===== config.mk =====
export PLATFORM = sky130hd
export DESIGN_NAME = mux_arbiter_flat
export DESIGN_NICKNAME = d
export VERILOG_FILES = /design/src/rtl/mux_arbiter_if.sv /design/src/rtl/mux_arbiter.sv /design/src/flat_wrapper.sv
export SDC_FILE = /design/constraint.sdc
export NUM_CORES = 1
export LEC_CHECK = 0
export CORE_AREA = 2 2 39 41
export CTS_CLUSTER_SIZE = 28
export DETAILED_ROUTE_END_ITERATION = 10
export DIE_AREA = 0 0 41 43
export PLACE_DENSITY = 0.61
export SYNTH_ARGS = -nofsm -noshare
export SYNTH_HDL_FRONTEND = slang
export SYNTH_SLANG_ARGS = --single-unit

===== constraint.sdc =====
create_clock -name clk -period 2.27 [get_ports clk]
set_input_delay 0.454 -clock clk [delete_from_list [all_inputs] [get_ports clk]]
set_output_delay 0.454 -clock clk [all_outputs]
set_load 0.01 [all_outputs]

===== src/rtl/mux_arbiter_if.sv =====
// Request/grant bundle between four requesters, the arbiter and the shared 4:1 mux select.
// master = arbiter side (drives grant/select), slave = requester/mux side.
interface mux_arbiter_if;
    logic [3:0] req;
    logic [3:0] grant;
    logic       address0;
    logic       address1;
    logic       valid;

    modport master (input req, output grant, address0, address1, valid);
    modport slave  (output req, input grant, address0, address1, valid);
endinterface


===== src/rtl/mux_arbiter.sv =====
// Round-robin owner arbiter driving the select pair of a shared 4:1 mux; 1-edge req->grant, back-to-back handoff.
// Optional hold timeout compiled in with MUX_ARB_TIMEOUT_EN; all outputs registered, no req->output comb path.
module mux_arbiter #(
    parameter int MAX_HOLD = 8
) (
    input  logic          clk,
    input  logic          reset,
    mux_arbiter_if.master bus
);
    typedef enum logic {IDLE, BUSY} state_t;

    state_t     state;
    logic [3:0] grant_q;
    logic [1:0] addr_q;
    logic       valid_q;
    logic [1:0] ptr;

    logic [3:0] cand_req;
    logic       cand_vld;
    logic [1:0] cand_idx;
    logic       hold_expired;
    logic       handoff;

`ifdef MUX_ARB_TIMEOUT_EN
    logic [7:0] hold_cnt;
`endif

    if (MAX_HOLD < 2 || MAX_HOLD > 255) begin : g_max_hold_range
        $error("mux_arbiter: MAX_HOLD must be in 2..255");
    end

    always_comb begin
        // The current owner never competes against itself for the next slot.
        cand_req = bus.req & ~grant_q;
        cand_vld = 1'b0;
        cand_idx = ptr;
        for (int k = 3; k >= 0; k--) begin
            if (cand_req[2'(ptr + 2'(k))]) begin
                cand_vld = 1'b1;
                cand_idx = 2'(ptr + 2'(k));
            end
        end
`ifdef MUX_ARB_TIMEOUT_EN
        hold_expired = (hold_cnt == 8'(MAX_HOLD - 1)) && cand_vld;
`else
        hold_expired = 1'b0;
`endif
        if (state == IDLE)
            handoff = cand_vld;
        else
            handoff = !(|(bus.req & grant_q)) || hold_expired;
    end

    always_ff @(posedge clk or posedge reset) begin
        if (reset) begin
            state   <= IDLE;
            grant_q <= 4'b0000;
            addr_q  <= 2'b00;
            valid_q <= 1'b0;
            ptr     <= 2'b00;
`ifdef MUX_ARB_TIMEOUT_EN
            hold_cnt <= 8'd0;
`endif
        end else begin
            case (state)
                IDLE, BUSY: begin
                    if (handoff) begin
                        if (cand_vld) begin
                            state   <= BUSY;
                            grant_q <= 4'b0001 << cand_idx;
                            addr_q  <= cand_idx;
                            valid_q <= 1'b1;
                            ptr     <= cand_idx + 2'd1;
`ifdef MUX_ARB_TIMEOUT_EN
                            hold_cnt <= 8'd0;
`endif
                        end else begin
                            // Address keeps the last owner so the mux select stays quiet.
                            state   <= IDLE;
                            grant_q <= 4'b0000;
                            valid_q <= 1'b0;
                        end
                    end
`ifdef MUX_ARB_TIMEOUT_EN
                    else if (state == BUSY && hold_cnt != 8'(MAX_HOLD - 1)) begin
                        hold_cnt <= hold_cnt + 8'd1;
                    end
`endif
                end
                default: state <= IDLE;
            endcase
        end
    end

    assign bus.grant    = grant_q;
    assign bus.address0 = addr_q[0];
    assign bus.address1 = addr_q[1];
    assign bus.valid    = valid_q;
endmodule


===== src/flat_wrapper.sv =====
// flat-port wrapper written by rule: the top's interface ports become plain ports
module mux_arbiter_flat 
#(
    parameter int MAX_HOLD = 8
)
  (clk, reset, bus_req, bus_grant, bus_address0, bus_address1, bus_valid);
  mux_arbiter_if bus_i ();
  input  logic clk;
  input  logic reset;
  input wire logic [$bits(bus_i.req)-1:0] bus_req;
  output wire logic [$bits(bus_i.grant)-1:0] bus_grant;
  output wire logic [$bits(bus_i.address0)-1:0] bus_address0;
  output wire logic [$bits(bus_i.address1)-1:0] bus_address1;
  output wire logic [$bits(bus_i.valid)-1:0] bus_valid;
  assign bus_i.req = bus_req;
  assign bus_grant = bus_i.grant;
  assign bus_address0 = bus_i.address0;
  assign bus_address1 = bus_i.address1;
  assign bus_valid = bus_i.valid;
  mux_arbiter #(.MAX_HOLD(MAX_HOLD)) u_core (.clk(clk), .reset(reset), .bus(bus_i));
endmodule

* Word-level counts from Yosys, hierarchy flattened
Index checks and enable logic that the tools add are counted.
** Operators by class
- Reduce and logical (&&, ||, !) cells :: 3
- Bitwise operators :: 3
- Order comparisons :: 4
- Muxes and demuxes :: 19
- Shifts and indexed selects :: 1
- Add/sub/neg operators :: 4
** Operators by type and width (count)
- less-than comparator 2 x 3 -> 1 bit, second input constant :: 4
- two-way mux 1 bit :: 10
- AND 4 bit :: 2
- binary-select mux 1 bit (select 2 bit) :: 4
- two-way mux 2 bit :: 4
- adder 2 x 1 -> 2 bit, second input constant :: 2
- adder 2 bit, second input constant :: 2
- two-way mux 4 bit :: 1
- NOT 4 bit :: 1
- OR reduction 4 bit :: 1
- left shift 1 x 2 -> 4 bit, first input constant :: 1
- AND reduction 2 bit :: 1
- zero test 1 bit :: 1
** Storage, ports and cells
- Register bits :: 9
- Input bits :: 6
- Output and inout bits :: 7

* Logic depth before layout (Yosys ltp)
- Word-level depth :: 10
- Depth in mapped cells :: 6
- Depth with buffers taken out :: 6

* Worst setup path before layout
Ideal clock, no wire load.
- Path kind :: input to register
- Start point :: in bus_req[0]
- End point :: reg u_core.ptr[0]
- Path buffers :: 0
- Arrival time :: 1643 ps
- Slack :: 497 ps
- Library setup time :: 130 ps
- Stages :: 6
- Data required time :: 2140 ps
- Cell sequence :: or2b_2 -> and2_4 -> o22ai_1 -> a222oi_1 -> nand2_1 -> a21boi_0
** On the way
- Word-level cells in the longest chain between the ends :: 9
- Elaborated cells between the ends (all ways) :: 23
- Classes of those cells :: add/sub: 1; mux: 17; bitwise: 2; reduce/logical: 3
** RTL lines
- start, declared :: RTL line flat_wrapper.sv:10 : input wire logic [$bits(bus_i.req)-1:0] bus_req;
- branches (longest 9 deep; another with adder 2 x 1 -> 2 bit)
- end signal, assigned :: RTL line mux_arbiter.sv:73 : ptr <= cand_idx + 2'd1;
- end, declared :: RTL line mux_arbiter.sv:16 : logic [1:0] ptr;
Several ways; the timed one is not identified. The select of a mux whose other input is x is not followed.
A chain may end at the register's enable or synchronous reset.

* Final worst setup path
- Start point :: in bus_req[3]
- End point :: reg u_core.ptr[1]
The elaborated chain is that of the path after synthesis.

==> metrics.md <==
| Metric | Value |
|---|---|
| Status | `finished, final reports clean` |
| Cts repair resizes | `0` |
| Synthesized area per cell | `approximately 9.0 um^2` |
| Sequential fraction of the synthesis area | `0.4651` |
| Critical Path Start Type | `input pin` |
| Initial DRC Count | `15` |
| Dpl cells | `84` |
| Yosys cell types | `20` |
| Max-cap violations | `0` |
| Critical Path, Cell by Cell | `clkdlybuf4s50_1 > nor2b_1 > o22ai_1 > a222oi_1 > buf_4 > xnor2_1 > o21ai_1` |
| Worst-Margin Slew | `~0.66 ns` |
| Max Slew Vio Count | `0` |
| All-Layer GR Usage | `0.1575` |
| Synthesized instance count | `between 50 and 60` |
| Antenna Nets Post-Route | `0` |
| CTS Buf Count | `3` |
| Hold_ws | `about 0.45 ns` |
| Hold_buf cts | `0` |
| DR vias | `around 440` |
| First-pass GRT wire length | `~1.8 mm` |
| Final wirelength | `1.059 mm` |
| Pin count of the biggest net entering global routing | `10` |
| Min Tclk post-route | `between 2 and 2.5 ns` |
| Fmax | `about 0.49 GHz` |
| Antenna diodes | `0` |
| Worst r2r src | `u_core.bus.grant[3]` |
| Vias in the first global route | `around 430` |
| Post-route insts no fill | `88` |
| Worst EP required | `~2.4 ns` |
| PortBufs | `12` |
| FF-to-FF path depth | `6` |
| Placed Area | `around 640 um^2` |
| DRC errors left | `0` |
| P&R area growth vs syn | `37.47%` |
| Crit share post-route | `0.8938` |
| DP HPWL | `~800 um` |
| Vias/cell | `between 4 and 5` |
| RSZ-0062 raised after global routing | `false` |
| Root buffer cell | `clkbuf_4` |
| Cell taking the most area after synthesis | `dfrtp_1` |
| FF-to-FF End | `u_core.ptr[1]` |
| Clk Latency, worst-skew pair | `0.26 ns` |
| CTS sink cnt | `9` |
| Grt ovf | `0` |
| GPL Wtd Cong | `0.7832` |
| Final hold viol count | `0` |
| Post-Syn Nets | `60` |
| Commonest cells after routing, fill and taps aside | `13 x nand2_1, 12 x clkdlybuf4s50_1, 9 x dfrtp_1, 7 x o21ai_0` |
| Pwr dens | `about 1300 nW/um^2` |
| IO Count | `13` |
| Static Leak | `just under 0.3 nW` |
| Synth top area share | `0.4651` |
| Max Clock Skew | `about 0.001 ns` |
| Site row count | `14` |
| Initial antenna violation count | `0` |
| Clk slew on worst S/H paths | `approximately 0.06 ns` |
| Relative max-transition margin | `0.5536` |
| CTS Buffer Depth | `2` |
| CTS tree | `done` |
| Register bit total from synthesis | `9` |
| Peak VDD IR | `between 0.0007 and 0.0008 V` |
| Effective utilization at floorplan | `0.3499` |
| Final instance area | `about 670 um^2` |
| Crit Path Category | `input pin to flip-flop` |
| Setup violators final | `0` |
| Worst setup EP type | `flip-flop` |
| Hold Crit Class | `input pin to async pin` |
| Die width | `41 um` |
| DR WL/cell | `~12 um` |
| Worst Path Arrival | `around 2.2 ns` |
| # H-tree levels | `1` |
| Area contributors post-synth | `dfrtp_1 47%, nand2_1 10%, o21ai_0 7.2%` |
| Drt pass-1 iters | `4` |
| Top Family by Delay on Critical Path | `buffers and inverters` |
| Cell area after synthesis | `~480 um^2` |
| CP Max Fanout | `3` |
| Tot Pwr | `approximately 0.00090 W` |
| Synth warn | `0` |
| Setup tns final | `0 ns` |
| Nets | `between 70 and 80` |
| Reg2reg setup slack | `0.53 ns` |
| Most common cell after layout, fill and taps aside | `nand2_1` |
| Layout cell share with drive strength beyond 1 | `0.1111` |
| CP max-delay cell | `a222oi_1` |
| Die area | `around 1800 um^2` |
| Max incr delay on CP | `0.51 ns` |
| CORE AREA | `1384 um^2` |
| Chip height | `between 40 and 50 um` |
| WP buf/inv | `2` |
| Post-CTS Setup Bufs | `0` |
## logic make-up (layout without fill, tap and decap cells)
group           Yosys count  after routing  synth area share
flops                     9              9            0.4651
simple gates             23             23            0.2507
compound gates           18             18            0.2429
xor+xnor                  1              1           0.01809
buf+inv                   3             21           0.02325
## stage by stage
step                setup WS (ns)    util
floorplan                  0.4970       -
detailed placement       -0.03023  0.4620
finish                     0.2410  0.4810
CTS                        0.2382  0.4810
global route              0.01737  0.4810
global placement         -0.02557  0.4620
## metal layers
layer | global-route usage | share of wire | vias to the layer above
li1 | - | - | 232
met1 | 0.2082 | 0.50 | 198
met2 | 0.2250 | 0.46 | 7
met3 | 0.01571 | 0.031 | 2
met4 | 0.1200 | 0.0076 | 0
met5 | 0 | 0 | -
## area by class of cell
| class | instances | area (um^2) |
|---|---|---|
| fillers | 132 | 718.2 |
| multi-input cells | 42 | 247.7 |
| flip-flops and latches | 9 | 225.2 |
| repair buffers | 14 | 135.1 |
| clock buffers | 4 | 26.28 |
| well taps | 16 | 20.02 |
| inverters | 3 | 11.26 |
## registers in the layout, indices dropped and copies added, names as in the netlist
signal / flops
u_core.bus.valid: 1
u_core.ptr: 2
u_core.addr_q: 2
u_core.bus.grant: 4
## cells in the mapped netlist (all sizes together)
| library cell | number |
|---|---|
| a32o | 1 |
| a21boi | 1 |
| or2b | 1 |
| nand4 | 1 |
| a22o | 2 |
| o31ai | 2 |
| o21ai | 9 |
| o22ai | 2 |
| a222oi | 1 |
| nor2b | 1 |
| and2 | 2 |
| dfrtp | 9 |
| nand2 | 13 |
| nand3 | 2 |
| xnor2 | 1 |
| nand2b | 3 |
| inv | 3 |
## how the worst max path moves through the flow
stage | start | to | slack [ns] | cells after the start
after CTS | bus_req[3] | u_core.ptr[1] | 0.24 | 7
after detailed placement | bus_req[3] | u_core.ptr[1] | -0.03 | 7
final | bus_req[3] | u_core.ptr[1] | 0.24 | 7
after floorplan | bus_req[0] | u_core.ptr[0] | 0.50 | 6
after global routing | bus_req[3] | u_core.ptr[1] | 0.02 | 7
after global placement | bus_req[3] | u_core.ptr[1] | -0.03 | 7
## power breakdown
group          total, W  switching [W]  internal, W  leakage (nW)
Sequential     0.000287      0.0000570     0.000230         0.109
Combinational  0.000484       0.000240     0.000244         0.168
Clock          0.000127      0.0000591    0.0000680        0.0150
Total          0.000898       0.000356     0.000542         0.292
Note: power is estimated with default switching activity, not from simulation.
